===== config.mk =====
export PLATFORM = sky130hd
export DESIGN_NAME = if_prefetch_queue
export DESIGN_NICKNAME = d
export VERILOG_FILES = /design/src/rtl/if_prefetch_queue.sv
export SDC_FILE = /design/constraint.sdc
export NUM_CORES = 1
export LEC_CHECK = 0
export CORE_MARGIN = 2
export CORE_UTILIZATION = 30
export CTS_CLUSTER_DIAMETER = 50
export DETAILED_ROUTE_END_ITERATION = 16
export SYNTH_ARGS = -nofsm -noshare
export SYNTH_HDL_FRONTEND = slang
export SYNTH_SLANG_ARGS = --single-unit

===== constraint.sdc =====
create_clock -name clk -period 6.7 [get_ports clk]
set_clock_uncertainty 0.1 [all_clocks]
set_input_delay 1.675 -clock clk [delete_from_list [all_inputs] [get_ports clk]]
set_output_delay 1.675 -clock clk [all_outputs]
set_load 0.03 [all_outputs]

===== src/rtl/if_prefetch_queue.sv =====
// Instruction-fetch front end: issues one fetch per cycle to a 1-cycle instruction memory
// and buffers returned {PC, instruction} pairs in a small FIFO feeding the IF/ID register.
module if_prefetch_queue #(
  parameter int unsigned      XLEN     = 64,
  parameter int unsigned      DEPTH    = 4,
  parameter logic [XLEN-1:0]  PC_RESET = {XLEN{1'b0}},
  parameter logic [31:0]      NOP      = 32'h0000_0013
) (
  input  logic                   clk,
  input  logic                   reset,
  output logic                   imem_req,
  output logic [XLEN-1:0]        imem_addr,
  input  logic [31:0]            imem_data,
  input  logic                   redirect,
  input  logic [XLEN-1:0]        redirect_pc,
  input  logic                   stall,
  output logic                   out_valid,
  output logic [XLEN-1:0]        out_pc,
  output logic [31:0]            out_instr,
  output logic [$clog2(DEPTH):0] count
);

  localparam int unsigned AW = $clog2(DEPTH);
  localparam int unsigned CW = AW + 1;

  localparam logic [AW-1:0]   PTR_ONE = AW'(1);
  localparam logic [CW-1:0]   CNT_ONE = CW'(1);
  localparam logic [CW-1:0]   DEPTH_C = CW'(DEPTH);
  localparam logic [XLEN-1:0] PC_STEP = XLEN'(4);

  logic [XLEN-1:0] fetch_pc_q, fetch_pc_d;
  logic [XLEN-1:0] req_pc_q, req_pc_d;
  logic            inflight_q, inflight_d;
  logic            ready_q;
  logic [AW-1:0]   rd_ptr_q, rd_ptr_d;
  logic [AW-1:0]   wr_ptr_q, wr_ptr_d;
  logic [CW-1:0]   count_q, count_d;

  logic [XLEN-1:0] pc_mem_q    [DEPTH];
  logic [31:0]     instr_mem_q [DEPTH];

  logic            issue_s;
  logic            enq_s;
  logic            deq_s;
  logic            head_valid_s;
  logic [CW-1:0]   occupancy_s;

  // Handshake decisions; the in-flight word is counted so the queue can never overflow.
  always_comb begin
    head_valid_s = (count_q != {CW{1'b0}});
    occupancy_s  = count_q + {{(CW-1){1'b0}}, inflight_q};
    issue_s      = ready_q && !redirect && (occupancy_s < DEPTH_C);
    enq_s        = inflight_q && !redirect;
    deq_s        = head_valid_s && !stall && !redirect;
  end

  // Next-state for fetch PC, in-flight tracking, pointers and occupancy.
  always_comb begin
    fetch_pc_d = fetch_pc_q;
    req_pc_d   = req_pc_q;
    inflight_d = issue_s;
    rd_ptr_d   = rd_ptr_q;
    wr_ptr_d   = wr_ptr_q;
    count_d    = count_q;

    if (redirect) begin
      fetch_pc_d = redirect_pc;
      rd_ptr_d   = {AW{1'b0}};
      wr_ptr_d   = {AW{1'b0}};
      count_d    = {CW{1'b0}};
    end else begin
      if (issue_s) begin
        fetch_pc_d = fetch_pc_q + PC_STEP;
        req_pc_d   = fetch_pc_q;
      end else begin
        fetch_pc_d = fetch_pc_q;
      end

      if (enq_s) begin
        wr_ptr_d = wr_ptr_q + PTR_ONE;
      end else begin
        wr_ptr_d = wr_ptr_q;
      end

      if (deq_s) begin
        rd_ptr_d = rd_ptr_q + PTR_ONE;
      end else begin
        rd_ptr_d = rd_ptr_q;
      end

      case ({enq_s, deq_s})
        2'b10:   count_d = count_q + CNT_ONE;
        2'b01:   count_d = count_q - CNT_ONE;
        default: count_d = count_q;
      endcase
    end
  end

  // Control state; ready_q keeps imem_req low until the first edge after reset release.
  always_ff @(posedge clk or negedge reset) begin
    if (!reset) begin
      fetch_pc_q <= PC_RESET;
      req_pc_q   <= {XLEN{1'b0}};
      inflight_q <= 1'b0;
      ready_q    <= 1'b0;
      rd_ptr_q   <= {AW{1'b0}};
      wr_ptr_q   <= {AW{1'b0}};
      count_q    <= {CW{1'b0}};
    end else begin
      fetch_pc_q <= fetch_pc_d;
      req_pc_q   <= req_pc_d;
      inflight_q <= inflight_d;
      ready_q    <= 1'b1;
      rd_ptr_q   <= rd_ptr_d;
      wr_ptr_q   <= wr_ptr_d;
      count_q    <= count_d;
    end
  end

  // Entry storage, written with the response that returns one cycle after its request.
  always_ff @(posedge clk or negedge reset) begin
    if (!reset) begin
      for (int i = 0; i < int'(DEPTH); i++) begin
        pc_mem_q[i]    <= {XLEN{1'b0}};
        instr_mem_q[i] <= NOP;
      end
    end else if (enq_s) begin
      pc_mem_q[wr_ptr_q]    <= req_pc_q;
      instr_mem_q[wr_ptr_q] <= imem_data;
    end else begin
      pc_mem_q[wr_ptr_q]    <= pc_mem_q[wr_ptr_q];
      instr_mem_q[wr_ptr_q] <= instr_mem_q[wr_ptr_q];
    end
  end

  // Head of queue presented directly; idle outputs are forced to a bubble.
  always_comb begin
    imem_req  = issue_s;
    imem_addr = fetch_pc_q;
    out_valid = head_valid_s;
    count     = count_q;
    if (head_valid_s) begin
      out_pc    = pc_mem_q[rd_ptr_q];
      out_instr = instr_mem_q[rd_ptr_q];
    end else begin
      out_pc    = {XLEN{1'b0}};
      out_instr = NOP;
    end
  end

endmodule


# Word level (Yosys, flattened, before mapping)
# Cells that the tools add are included.
# word_totals
ram_bits	0
latchBits	0
rom_bits	0
memories	0
ff_bits	521
wordCells	76
input_bits	100
# op_classes
bitwise_logic	3
shifts	0
div	0
multipliers	0
eq_ne	2
n_reduce_logical	14
magnitude_cmp	4
addsub	6
muxes	32
# op_table
op	n
bitwise mux 256 bit	2
two-way mux 64 bit	8
binary-select mux 64 bit (select 2 bit)	2
bitwise mux 128 bit	2
two-way mux 256 bit	1
two-way mux 32 bit	6
binary-select mux 32 bit (select 2 bit)	2
demux 64 bit (select 2 bit)	1
two-way mux 128 bit	1
adder 64 x 3 -> 64 bit, second input constant	1
demux 32 bit (select 2 bit)	1
two-way mux 2 bit	4
greater-or-equal comparator 3 bit, second input constant	2
logical AND 1 bit	6
NOT 2 -> 3 bit	2
case mux 3 bit (2 select lines)	1
nonzero test 2 bit	3
nonzero test 3 bit	2
adder 2 x 1 -> 2 bit, second input constant	2
adder 3 x 1 -> 3 bit	1
adder 3 x 1 -> 3 bit, second input constant	1
< comparator 3 x 1 -> 1 bit, second input constant	1
< comparator 3 bit, second input constant	1
two-way mux 3 bit	1
6 further kinds	7

# Depth between registers and ports, before layout
# Gate-level depths: netlist (run 1).
# depth
ltp_word	7
mapped_depth	9
ltp_nobuf	7

# Worst setup path after synthesis (run 1)
# Ideal clock, no wire load.
# synth_timing
path_kind	input-to-output
startpoint	input port redirect
endpoint	output port imem_req
cell_stages	4
arrival_time_ns	2.360
slack_ns	2.565
path_cell_list	inv_1 -> and2_1 -> buf_2 -> buf_2
# synth_between
elab_chain_len	3
# synth_lines
element	line	text
from (decl)	14	input logic redirect,
logical NOT 1 bit	52	issue_s = ready_q && !redirect && (occupancy_s < DEPTH_C);
logical AND 1 bit (2 in series)	52	
to (decl)	11	output logic imem_req,
# Every way passes these cells.

# Worst setup path in the final report (run 1)
# layout_timing
startpoint	register count_q[1] (netlist: count[1])
endpoint	output port out_pc[30]
# layout_between
elab_chain_len	2
# layout_lines
element	line	text
from (decl)	37	logic [CW-1:0] count_q, count_d;
from (signal assigned)	108	count_q <= {CW{1'b0}};
from (signal assigned)	116	count_q <= count_d;
nonzero test 3 bit	50	head_valid_s = (count_q != {CW{1'b0}});
two-way mux 64 bit	142	if (head_valid_s) begin
to (decl)	18	output logic [XLEN-1:0] out_pc,
# Every way passes these cells.

==> results of run 1 <==
==> metrics by stage <==
step,worst slack [ns],utilization [%],instance area [um2]
final,1.282,37.74,32740
after global routing,1.034,37.74,32740
after CTS,1.150,37.73,32730
after detailed placement,1.836,34.66,30070
after global placement,1.912,34.66,30070
after floorplan,2.565,-,26260
==> state kept, by name, summed over array words and instances, names as in the netlist <==
register and count:
pc_mem_q 256, instr_mem_q 128, imem_addr 64, req_pc_q 64
count 3, rd_ptr_q 2, wr_ptr_q 2, inflight_q 1
ready_q 1
==> synth_stat cells, types with 3 or more instances <==
cell type | instances | area, um2
and3_1 | 9 | 56.30
mux2_2 | 70 | 788.3
mux4_2 | 192 | 4324
inv_1 | 10 | 37.54
xnor2_1 | 13 | 113.9
or3_1 | 15 | 93.84
buf_1 | 10 | 37.54
and2_1 | 100 | 625.6
clkbuf_1 | 129 | 484.2
buf_2 | 37 | 185.2
xor2_1 | 23 | 201.4
and4_1 | 5 | 43.79
a31oi_1 | 28 | 175.2
o31ai_1 | 12 | 90.09
nor4_4 | 4 | 85.08
nand2_1 | 51 | 191.4
a21oi_1 | 384 | 1922
or4_1 | 15 | 112.6
ha_1 | 5 | 62.56
or2_2 | 6 | 37.54
nor3_1 | 5 | 25.02
dfrtp_1 | 509 | 12740
nand4_1 | 33 | 206.5
dfstp_2 | 12 | 315.3
nand3_1 | 28 | 140.1
nand4_2 | 3 | 37.54
o21ai_0 | 42 | 210.2
nor4_1 | 7 | 43.79
nor2_1 | 432 | 1622
mux2i_1 | 100 | 1001
==> worst min-delay path by stage <==
stage	slack, ns	from	end	cells past startpoint
after floorplan	0.38	req_pc_q[0]$_DFFE_PN0P_	req_pc_q[0]$_DFFE_PN0P_	1
after global placement	0.39	req_pc_q[54]$_DFFE_PN0P_	req_pc_q[54]$_DFFE_PN0P_	1
after detailed placement	0.40	req_pc_q[17]$_DFFE_PN0P_	req_pc_q[17]$_DFFE_PN0P_	1
after global routing	0.42	req_pc_q[31]$_DFFE_PN0P_	req_pc_q[31]$_DFFE_PN0P_	1
final	0.41	instr_mem_q[36]$_DFFE_PN1P_	instr_mem_q[36]$_DFFE_PN1P_	2
after CTS	0.41	req_pc_q[17]$_DFFE_PN0P_	req_pc_q[17]$_DFFE_PN0P_	1
==> layout make-up <==
cell class / instances / area, um2 / area share, %
sequential: 521 / 13070 / 39.91
multi-input combinational: 1605 / 12510 / 38.22
timing repair buffer: 295 / 3000 / 9.163
clock buffer: 102 / 2196 / 6.706
tap: 1155 / 1445 / 4.413
clock inverter: 37 / 469.2 / 1.433
inverter: 10 / 38.79 / 0.1185
antenna: 5 / 12.51 / 0.03821
==> worst register-to-register path: stages (launching register included) <==
cell and delay [ns]:
dfrtp_1 0.56, and3_1 0.33, mux2i_4 0.24, buf_4 0.43, and2_4 0.27, buf_4 0.48, buf_4 0.67, mux2_2 0.46
==> metal layers <==
layer / share of wire [%] / wire length [um]
met4: 2.6 / 2030
met3: 6.8 / 5372
met5: 0.18 / 142
met1: 45 / 35350
met2: 46 / 36030
==> power groups by stage <==
stage | Combinational (mW) | Clock (mW) | Sequential, mW
floorplan | 4.53 | 0 | 4.89
global placement | 6.69 | 0 | 5.14
detailed placement | 6.76 | 0 | 5.18
CTS | 6.78 | 4.30 | 5.14
global route | 7.22 | 4.43 | 5.31
finish | 6.68 | 4.19 | 5.14
==> cell families (layout without fill, tap and decap cells) <==
kind of cell               after synthesis  after routing  share of synthesized area [%]
AOI/OAI and AO/OA                      473            473                          9.352
xor gates and xnor gates                36             36                          1.201
adders and majority gates                6              6                         0.3144
buffers and inverters                  188            444                          2.882
DFF                                    521            521                          49.70
muxes                                  363            363                          23.36
other                                    1              6                        0.01428
and+or+nand+nor                        726            726                          13.18
==> flow_summary_export.csv, run 1 <==
group,metric,value,unit
outcome,outcome,"completed",
final_layout,layout.cells.most_common,"dfrtp_1",
logic_synthesis,ys_warn_count,0,
power,power.density,488.8,mW/mm2
die,floorplan.die_area,0.08993,mm2
die,design.core.area,0.08675,mm2
setup_path,slowest_stage,"clkinv_2",
setup_path,cp.buffers_inverters,4,
power,max-vdd-ir-drop,0.2838,mV
power,power.internal,9.958,mW
setup_path,critPathLaunchType,"flip-flop",
logic_synthesis,ys_seq_elements,521,
logic_synthesis,synthArstFlopShare,100.0,%
setup_path,cp_data_arrival_time,3.64,ns
timing,worstMarginPinSlew,1.210,ns
power,total_power,16.01,mW
timing,finalSetupViolCount,0,
setup_path,cp_common_cell,"buf_4",
setup_path,timing.critical_path.fanout_max,52,
route,wl_per_cell,21.16,um
grt,maximum_number_of_pins_on_one_net_before_global_route_repair,137,
grt,global_route.usage.met2,27.09,%
die,num_rows,108,
placement,place_congestion,0.7728,
timing,slew_headroom,19.33,%
timing,hold-worst-slack,0.4054,ns
timing,rsz0062_at_grt,"no",
power,switching_share,37.79,%
flow_run,cap_violations,0,
power,share_clk_of_total_power,26.2,%
die,initial_utilization,30.27,%
final_layout,commonest_cells_after_routing_fill_and_taps_aside,"dfrtp_1, nor2_1, a21oi_1",
route,postRouteWirelength,78930,um
final_layout,fillCellCount,8474,
die,design.portCount,265,
logic_synthesis,ys_types,49,
clock_tree,cts_htree_levels,3,
final_layout,area_delta_synth_final,24.67,%
logic_synthesis,synth_cells,2314,
grt,grt_pass1_vias,19479,
grt,grt_pass1_wl,121400,um
logic_synthesis,syn-mean-instance-area,11.35,um2
grt,grt_most_used_layer,"met2",
placement,placement.io_buffers,264,
setup_path,startpoint_of_the_lowest_slack_register_to_register_path,"inflight_q$_DFF_PN0_",
grt,globalRoute.totalOverflow,0,
route,routed_via_density,5.161,
final_layout,layout.nets,2616,
route,drtAntennaViolNets,0,
grt,grtUsageMet3,4.545,%
logic_synthesis,mappedNetlistArea,0.02626,mm2
final_layout,final_layout_size_suffix_gt1_share,18.29,%
power,total_leakage_power,12.06,nW
logic_synthesis,edff_count_synth,0,
hold_path,min-delay-path-class,"flip-flop to flip-flop",
grt,global_route.usage.total,17.59,%
logic_synthesis,syn_nets,2420,
route,drt_pass1_iterations,5,
clock_tree,tritoncts,"built",
timing,final.setup.tns,0,ns
setup_path,setup.reg_to_reg.worst_slack,3.04,ns
power,p_seq_share,32.1,%
route,via_count,19252,
route,post-route-drc-count,0,
setup_path,crit_chain,"nor3_1, buf_4, clkinv_2, buf_4, and2_1, clkdlybuf4s50_1",
timing,period_share,80.87,%
power,power_switching,6.049,mW
setup_path,worstSetupEndpointType,"primary output",
setup_path,critPathCapture,"out_pc[30]",
setup_path,critical_path_depth,6,
timing,slew_violations,0,
final_layout,finish.cell_count_without_fillers,3730,
grt,antenna_found_initial,5,
setup_path,critical_setup_path_class,"flip-flop to primary output",
clock_tree,cts-resized-gates,0,
route,drt-initial-drc-count,1344,
setup_path,crit-reg2reg-capture,"req_pc_q[26]$_DFFE_PN0P_",
clock_tree,cts_num_sinks,521,
power,combinationalPowerShare,41.7,%
clock_tree,ctsRootBufferMaster,"clkbuf_16",
grt,grtUsageMet1,23.90,%
clock_tree,clk_pin_slew_worst_paths,0.06,ns
timing,final-hold-violation-count,0,
die,die_x,299.9,um
clock_tree,ctsHoldBuffers,0,
placement,dp.cells,3586,
setup_path,r2r_worst_path_depth,7,
timing,finalWorstPathRequiredPeriod,5.418,ns
setup_path,cp-startpoint,"count[1]$_DFFE_PN0P_",
clock_tree,postcts_setup_bufs,0,
clock_tree,clock_latency,0.61,ns
timing,fmaxAchievable,184.6,MHz
clock_tree,ctsLongestPathBuffers,3,
logic_synthesis,synth_seq_area_share,49.70,%
setup_path,critical-path-max-stage-delay,0.84,ns
clock_tree,cts_inserted_buffers,77,
placement,dp_hpwl,49320,um
logic_synthesis,synth_ff_type,"dfrtp_1",
die,chipHeight,299.9,um
setup_path,worstPathRequired,4.93,ns
setup_path,cpLargestDelayFamily,"buffers and inverters",
No activity file was read; power rests on OpenSTA's default activity.
==> run 2, diff against run 1 <==
- clock period: 6.7 -> 5.2 ns (I/O delays scaled with it)
==> flow_summary_export.csv, run 2 (synthesized netlist as in run 1, its figures left out) <==
group,metric,value,unit
outcome,outcome,"completed",
timing,slew_violations,0,
grt,grt_pass1_vias,19726,
grt,maximum_number_of_pins_on_one_net_before_global_route_repair,113,
grt,globalRoute.totalOverflow,0,
die,chipHeight,299.9,um
route,post-route-drc-count,0,
timing,worstMarginPinSlew,1.074,ns
grt,antenna_found_initial,2,
final_layout,area_delta_synth_final,24.75,%
power,total_leakage_power,12.11,nW
final_layout,max_flop_register,"pc_mem_q",
die,design.core.area,0.08675,mm2
clock_tree,cts-resized-gates,0,
clock_tree,ctsRootBufferMaster,"clkbuf_16",
setup_path,worstSetupEndpointType,"primary output",
power,max-vdd-ir-drop,0.4371,mV
power,total_power,20.37,mW
setup_path,critPathLaunchType,"flip-flop",
setup_path,timing.critical_path.fanout_max,29,
route,routed_via_density,5.208,
hold_path,min_from,"req_pc_q[58]$_DFFE_PN0P_",
die,num_rows,108,
route,drtAntennaViolNets,0,
timing,fmaxAchievable,216.0,MHz
route,drt-initial-drc-count,1395,
clock_tree,cts_num_sinks,521,
timing,hold-worst-slack,0.4057,ns
route,drt_pass1_iterations,5,
setup_path,critical-path-max-stage-delay,0.96,ns
grt,global_route.usage.total,17.80,%
final_layout,sequential_cell_area,0.01307,mm2
setup_path,startpoint_of_the_lowest_slack_register_to_register_path,"imem_addr[3]$_DFFE_PN0N_",
clock_tree,ctsHoldBuffers,0,
route,postRouteWirelength,80120,um
placement,placement.io_buffers,264,
placement,post_dp_cell_area,0.03023,mm2
timing,final.setup.tns,0,ns
clock_tree,postcts_setup_bufs,0,
grt,grt_pass1_wl,122700,um
placement,place_congestion,0.7868,
timing,finalWorstPathRequiredPeriod,4.630,ns
clock_tree,clk_pin_slew_worst_paths,0.05,ns
clock_tree,tritoncts,"built",
clock_tree,clock_latency,0.62,ns
clock_tree,ctsLongestPathBuffers,3,
clock_tree,cts_htree_levels,3,
timing,fin_ws,0.5704,ns
final_layout,layout.nets,2629,
power,power.density,621.8,mW/mm2
setup_path,worstPathRequired,3.80,ns
setup_path,cp-startpoint,"rd_ptr_q[0]$_DFFE_PN0P_",
die,floorplan.die_area,0.08993,mm2
timing,period_share,89.03,%
route,wl_per_cell,21.44,um
final_layout,number_of_flip_flops_in_the_largest_register,256,
final_layout,multiInputGateArea,0.01251,mm2
die,initial_utilization,30.27,%
setup_path,slowest_stage,"dfrtp_4",
final_layout,final_layout_size_suffix_gt1_share,19.49,%
final_layout,layout.cells.most_common,"dfrtp_1",
final_layout,fillCellCount,8411,
setup_path,crit_chain,"buf_4, mux4_2, and2_1, clkdlybuf4s50_1",
setup_path,cp_data_arrival_time,3.23,ns
placement,dp_hpwl,52150,um
hold_path,min-delay-path-class,"flip-flop to flip-flop",
timing,rsz0062_at_grt,"no",
final_layout,fin_area,0.03277,mm2
flow_run,cap_violations,0,
final_layout,biggestRegsByFlops,"pc_mem_q: 256 flops, instr_mem_q: 128 flops",
die,die_x,299.9,um
timing,finalSetupViolCount,0,
die,design.portCount,265,
final_layout,commonest_cells_after_routing_fill_and_taps_aside,"dfrtp_1, nor2_1, a21oi_1",
setup_path,critical_setup_path_class,"flip-flop to primary output",
timing,final-hold-violation-count,0,
placement,dp_slack,1.141,ns
clock_tree,cts_inserted_buffers,74,
route,via_count,19462,
timing,slew_headroom,28.42,%
[run 2: cell types whose count changed in the layout (fill, tap and decap cells not counted), moves of 6 or more]
cell	before	now
clkdlybuf4s50_1	262	244
clkinvlp_4	4	10
buf_12	10	17
buf_4	21	48
[run 2: worst paths after layout]
| check | end | slack (ns) | cells after the start |
|---|---|---|---|
| max | out_pc[59] | 0.57 | 4 |
| min | req_pc_q[58]$_DFFE_PN0P_ | 0.41 | 1 |
| max reg2reg | imem_addr[48]$_DFFE_PN0N_ | 1.99 | 6 |
| min reg2reg | req_pc_q[58]$_DFFE_PN0P_ | 0.41 | 1 |
| max in group asynchronous | imem_addr[20]$_DFFE_PN0N_ | 3.20 | 2 |
| min in group asynchronous | instr_mem_q[104]$_DFFE_PN0P_ | 0.66 | 1 |
[run 2: routing by layer]
layer	vias to the layer above	global-route usage [%]	wire length, um
li1	8862	-	-
met4	4	6.202	2138
met1	9830	24.90	35930
met5	-	0	23
met2	642	27.08	36450
met3	124	4.148	5576
[run 2: worst max-delay path, delay by kind of cell (launching register included)]
family,cells,cell delay [ns]
muxes,1,0.51
DFF,1,0.96
buffers and inverters,2,0.96
and+or+nand+nor,1,0.17
[run 2: metrics by stage]
| stage | util, % | cells |
|---|---|---|
| global route | 37.77 | 3736 |
| floorplan | - | 2314 |
| global placement | 34.84 | 3602 |
| detailed placement | 34.84 | 3602 |
| finish | 37.77 | 3737 |
| CTS | 37.77 | 3736 |
[run 2: layout make-up]
type	count	area share [%]
repair buffers	311	9.654
clock inverters	40	1.382
well taps	1155	4.411
inverters	10	0.1184
clock buffers	94	6.350
multi-input cells	1605	38.19
flip-flops and latches	521	39.88
diodes	1	0.007637
[run 2: report_power, final]
group          switching (mW)  total (mW)  internal, mW
clock network            2.02        5.15          3.13
logic                    4.56        8.52          3.97
registers                1.24        6.70          5.46
==> run 3, diff against run 2 <==
- ABC_CLOCK_PERIOD_IN_PS: default -> 5200
- CELL_PAD_IN_SITES_DETAIL_PLACEMENT: default -> 1
- CELL_PAD_IN_SITES_GLOBAL_PLACEMENT: default -> 2
- PLACE_DENSITY_LB_ADDON: default -> 0.1
==> flow_summary_export.csv, run 3 (synthesized netlist as in run 1, its figures left out) <==
group,metric,value,unit
clock_tree,cts_htree_levels,3,
die,initial_utilization,30.27,%
die,die_x,299.9,um
setup_path,critPathLaunchType,"flip-flop",
route,drtAntennaViolNets,0,
clock_tree,postcts_setup_bufs,0,
grt,grtUsageMet1,26.11,%
outcome,outcome,"completed",
final_layout,max_flop_register,"pc_mem_q",
timing,finalWorstPathRequiredPeriod,4.481,ns
grt,grt_pass1_wl,140400,um
clock_tree,cts_inserted_buffers,86,
power,p_seq_share,31.3,%
final_layout,commonest_cells_after_routing_fill_and_taps_aside,"dfrtp_1, nor2_1, a21oi_1",
clock_tree,clk_pin_slew_worst_paths,0.06,ns
power,combinationalPowerShare,39.8,%
hold_path,min-delay-path-class,"flip-flop to flip-flop",
final_layout,final_layout_size_suffix_gt1_share,21.38,%
timing,rsz0062_at_grt,"no",
power,max-vdd-ir-drop,0.3828,mV
setup_path,worstPathRequired,3.80,ns
final_layout,layout.nets,2638,
grt,global_route.usage.total,20.38,%
timing,fmaxAchievable,223.1,MHz
setup_path,critical_setup_path_class,"flip-flop to primary output",
flow_run,cap_violations,0,
final_layout,fin_area,0.03324,mm2
power,switching_share,38.11,%
grt,grt_most_used_layer,"met2",
timing,final-hold-violation-count,0,
timing,worstMarginPinSlew,1.109,ns
route,routed_via_density,5.246,
die,chipHeight,299.9,um
timing,slew_violations,0,
route,post-route-drc-count,0,
final_layout,layout.cells.most_common,"dfrtp_1",
setup_path,critical-path-max-stage-delay,0.76,ns
route,wl_per_cell,23.99,um
die,num_rows,108,
setup_path,worstSetupEndpointType,"primary output",
clock_tree,clock_latency,0.63,ns
die,floorplan.die_area,0.08993,mm2
clock_tree,tritoncts,"built",
grt,globalRoute.totalOverflow,0,
clock_tree,cts_num_sinks,521,
placement,dp_slack,1.296,ns
grt,grt_pass1_vias,22022,
setup_path,crit_chain,"buf_12, mux4_2, and2_1, clkdlybuf4s50_1",
route,via_count,19739,
timing,final.setup.tns,0,ns
clock_tree,ctsHoldBuffers,0,
timing,finalSetupViolCount,0,
placement,place_congestion,0.7618,
die,design.portCount,265,
die,design.core.area,0.08675,mm2
power,share_clk_of_total_power,28.8,%
timing,slew_headroom,26.08,%
route,drt-initial-drc-count,879,
grt,antenna_found_initial,7,
power,power.density,650.1,mW/mm2
final_layout,fillCellCount,9304,
grt,maximum_number_of_pins_on_one_net_before_global_route_repair,107,
clock_tree,cts-resized-gates,0,
final_layout,number_of_flip_flops_in_the_largest_register,256,
placement,dp_hpwl,58260,um
setup_path,timing.critical_path.fanout_max,32,
timing,period_share,86.18,%
power,total_power,21.61,mW
clock_tree,ctsLongestPathBuffers,3,
power,power_switching,8.235,mW
setup_path,slowest_stage,"dfrtp_4",
placement,placement.io_buffers,264,
setup_path,cp_data_arrival_time,3.08,ns
grt,global_route.usage.met2,34.95,%
power,total_leakage_power,12.43,nW
clock_tree,ctsRootBufferMaster,"clkbuf_16",
final_layout,biggestRegsByFlops,"pc_mem_q: 256 flops, instr_mem_q: 128 flops",
power,power.internal,13.38,mW
final_layout,area_delta_synth_final,26.58,%
timing,fin_ws,0.7185,ns
placement,post_dp_cell_area,0.03008,mm2
route,postRouteWirelength,90290,um
grt,grtUsageMet3,3.873,%
route,drt_pass1_iterations,5,
==> run 3: layer usage <==
layer	vias to the layer above	share of wire [%]
met5	-	0.047
met4	6	2.5
met3	147	3.8
met2	305	50
met1	10404	43
li1	8877	-
==> run 3: critical path: cells and delay by family (launching register included) <==
family                 cells  cell delay, ns
buffers and inverters      2            0.93
flip-flops                 1            0.76
multiplexers               1            0.54
AND/OR/NAND/NOR            1            0.16
==> run 3: final cells by class <==
cell class                      count  area [um2]  area share [%]
Sequential cell                   521       13070           39.31
Multi-Input combinational cell   1605       12510           37.64
Timing Repair Buffer              308        3010           9.055
Clock buffer                      107        2425           7.294
Tap cell                         1155        1445           4.347
Clock inverter                     54       735.7           2.213
Inverter                           10       38.79          0.1167
Antenna cell                        3       7.507         0.02258
==> run 3: final timing paths <==
check,startpoint,to,slack [ns],depth (start not counted)
min in group asynchronous,reset,pc_mem_q[239]$_DFFE_PN0P_,0.60,1
max in group asynchronous,reset,instr_mem_q[90]$_DFFE_PN0P_,3.30,2
worst min-delay path,req_pc_q[32]$_DFFE_PN0P_,req_pc_q[32]$_DFFE_PN0P_,0.41,1
worst max register to register,inflight_q$_DFF_PN0_,req_pc_q[11]$_DFFE_PN0P_,1.81,6
worst max-delay path,rd_ptr_q[0]$_DFFE_PN0P_,out_instr[19],0.72,4
worst min register to register,req_pc_q[32]$_DFFE_PN0P_,req_pc_q[32]$_DFFE_PN0P_,0.41,1
==> run 3: power groups by stage <==
stage | Sequential [mW] | Combinational, mW | Clock, mW
after floorplan | 6.30 | 5.84 | 0
after global placement | 6.79 | 8.59 | 0
after detailed placement | 6.86 | 8.77 | 0
after CTS | 6.80 | 8.80 | 6.39
after global routing | 7.00 | 9.37 | 6.57
final | 6.77 | 8.61 | 6.23
==> run 3: metrics by stage <==
step | utilization (%) | hold slack (ns) | cells
6_report | 38.32 | 0.4060 | 3763
3_5_place_dp | 34.67 | 0.3987 | 3599
5_1_grt | 38.32 | 0.4242 | 3762
2_1_floorplan | - | 0.3799 | 2314
3_3_place_gp | 34.67 | 0.3921 | 3599
4_1_cts | 38.31 | 0.4118 | 3760
==> edit: new RTL, flow settings as in run 2 <==
Change the parameter `XLEN` from 64 to 32.
--- a/src/rtl/if_prefetch_queue.sv
+++ b/src/rtl/if_prefetch_queue.sv
@@ -1,7 +1,7 @@
 // Instruction-fetch front end: issues one fetch per cycle to a 1-cycle instruction memory
 // and buffers returned {PC, instruction} pairs in a small FIFO feeding the IF/ID register.
 module if_prefetch_queue #(
-  parameter int unsigned      XLEN     = 64,
+  parameter int unsigned      XLEN     = 32,
   parameter int unsigned      DEPTH    = 4,
   parameter logic [XLEN-1:0]  PC_RESET = {XLEN{1'b0}},
   parameter logic [31:0]      NOP      = 32'h0000_0013
Interface: changed (resized imem_addr, out_pc and redirect_pc); port bits go from 265 to 169. The function was not compared with the original's and may differ.
==> edit against run 2 <==
Final area fell by 36%. Area after synthesis fell by 36%. Sequential share of layout area fell by 0.19 points. Routed wire length fell by 41%. Worst setup slack improved by 0.083 ns. Sequential cell count fell by 192. Total power fell by 42%. Largest cell class unchanged. Largest power group unchanged.
==> edit: results (changes against run 2) <==
Synth
The distinct cell type count of the synthesized netlist is 56 (+14%). The synthesized netlist net count is 1,549 (-36%). The synthesized area per cell was 11.4 sq um (+0.30%). By count the netlist is led by 317 x sky130_fd_sc_hd__dfrtp_1, 275 x sky130_fd_sc_hd__nor2_1, 260 x sky130_fd_sc_hd__a21oi_1, 128 x sky130_fd_sc_hd__mux4_2, 81 x sky130_fd_sc_hd__clkbuf_1.

The prevailing post-synth register cell is sky130_fd_sc_hd__dfrtp_1. By area the synthesized netlist is led by sky130_fd_sc_hd__dfrtp_1 47%, sky130_fd_sc_hd__mux4_2 17%, sky130_fd_sc_hd__a21oi_1 7.7%. The part of the Yosys area used for sequential elements is 49.1% (-0.58 points).

GRT
The first-pass GRT wire length is 74,900 um (-39%). The global-route total usage across every layer is 16.7% (-1.1 points). The pin count of the biggest net entering global routing is 117 (+3.5%). The number of antenna violations at the first check in global routing came to 1 (-1). The number of global-route vias before repair was 12,856 (-35%).

Layout
The ratio of cells with drive above 1 in the final layout is 18.8% (-0.71 points). The largest registers in the layout are instr_mem_q (128), pc_mem_q (128). The number of filler cells placed in the layout is 5,340 (-37%). The net total in the final layout is 1,678 (-36%).

Power
The static leakage is 7.63 nW (-37%). The worst supply voltage drop on vdd is 0.211 mV (-52%).

Clocking
The number of gates given a new drive strength after cts is 0 (unchanged). The count of H-tree levels built during CTS came to 2 (-1). The number of buffers added by the clock tree synthesis step was 47 (-36%). The source-to-sink clock delay at the later pin of the worst-skew pair is 0.57 ns (-0.05 ns).

Hold path
The terminating pin of the worst hold path is req_pc_q[5]. The startpoint identified for the worst hold timing path is req_pc_q[5].

Placement
The last weighted congestion value of the routability-driven placer came to 0.797 (+1.3%). The placed instance count is 2,303 (-36%). The post-detailed-placement half-perimeter wirelength came to 29,900 um (-43%).

The number of buffer cells added on primary ports is 168 (-36%). The worst setup slack after placement is 1.26 ns (+0.117 ns).

Setup path
The minimum setup slack among reg-to-reg paths is 2.10 ns (+0.11 ns). The worst-path maximum fanout was 55 (+90%). The worst flop-to-flop path endpoint is pc_mem_q[114]. The number of cells traversed by the worst register-to-register path was 4 (-2). The beginning of the worst register-to-register path is wr_ptr_q[0]. The maximum single-stage delay on the critical path is 1.11 ns (+0.15 ns).

STA
The relative slew slack was 31.5% (+3.1 points).

Routing
The violation count after the first detailed-routing iteration came to 817 (-41%). The average wire length per cell after detail routing is 19.8 um (-7.6%). The total wire length is 47,300 um (-41%). The via count of the routed design is 12,473 (-36%). The detailed-routing iteration count for the pre-antenna-repair pass is 5 (unchanged).

Status
The run finished with clean final reports.
-- edit: cell types whose count changed in the layout (fill, tap and decap cells not counted), sizes merged, moves of 36 or more --
cell,change
a21oi,-124
and2,-36
clkdlybuf4s50,-78
dfrtp,-192
nor2,-156
mux4,-64
mux2,-36
-- edit: logic make-up after synthesis --
| group | share of synthesized area [%] |
|---|---|
| adders and majority gates | 0.492 |
| muxes | 23.4 |
| and+or+nand+nor | 12.6 |
| DFF | 49.1 |
| other | 0.0223 |
| buffers and inverters | 3.19 |
| xor gates and xnor gates | 0.313 |
| AOI/OAI and AO/OA | 10.9 |
-- edit: power by group --
part	leakage, nW	internal [mW]	total [mW]	switching [mW]
registers	3.37	3.46	4.23	0.767
logic	3.50	2.11	4.34	2.24
clock network	0.763	1.95	3.19	1.24
total	7.63	7.51	11.8	4.25
-- edit: layout make-up --
type,count,share of cell area (%)
flip-flops and latches,329,39.7
multi-input cells,1023,38.8
repair buffers,198,9.40
clock buffers,60,6.08
well taps,748,4.50
clock inverters,25,1.42
inverters,5,0.0902
diodes,1,0.0120
-- edit: worst max path at each step --
stage,startpoint,endpoint,slack [ns],cells after the start
floorplan,redirect,imem_req,1.84,4
global placement,rd_ptr_q[1],out_instr[14],1.27,4
detailed placement,rd_ptr_q[1],out_instr[23],1.26,4
CTS,rd_ptr_q[1],out_instr[23],0.61,4
global route,count[0],out_pc[28],0.49,6
finish,rd_ptr_q[1],out_instr[18],0.65,4
-- edit: metal layers --
| layer | vias up | wire length, um | GRT usage [%] |
|---|---|---|---|
| met2 | 348 | 22100 | 26.7 |
| met1 | 6392 | 21400 | 22.9 |
| met5 | - | 14 | 0 |
| met4 | 2 | 699 | 3.86 |
| met3 | 56 | 3050 | 4.19 |
| li1 | 5675 | - | - |
-- edit: through the flow --
step	hold slack, ns	instance area (sq um)	util (%)
4_1_cts	0.411	20800	37.7
3_3_place_gp	0.393	19300	34.9
5_1_grt	0.417	20800	37.7
2_1_floorplan	0.379	16800	-
6_report	0.407	20800	37.7
3_5_place_dp	0.401	19300	34.9
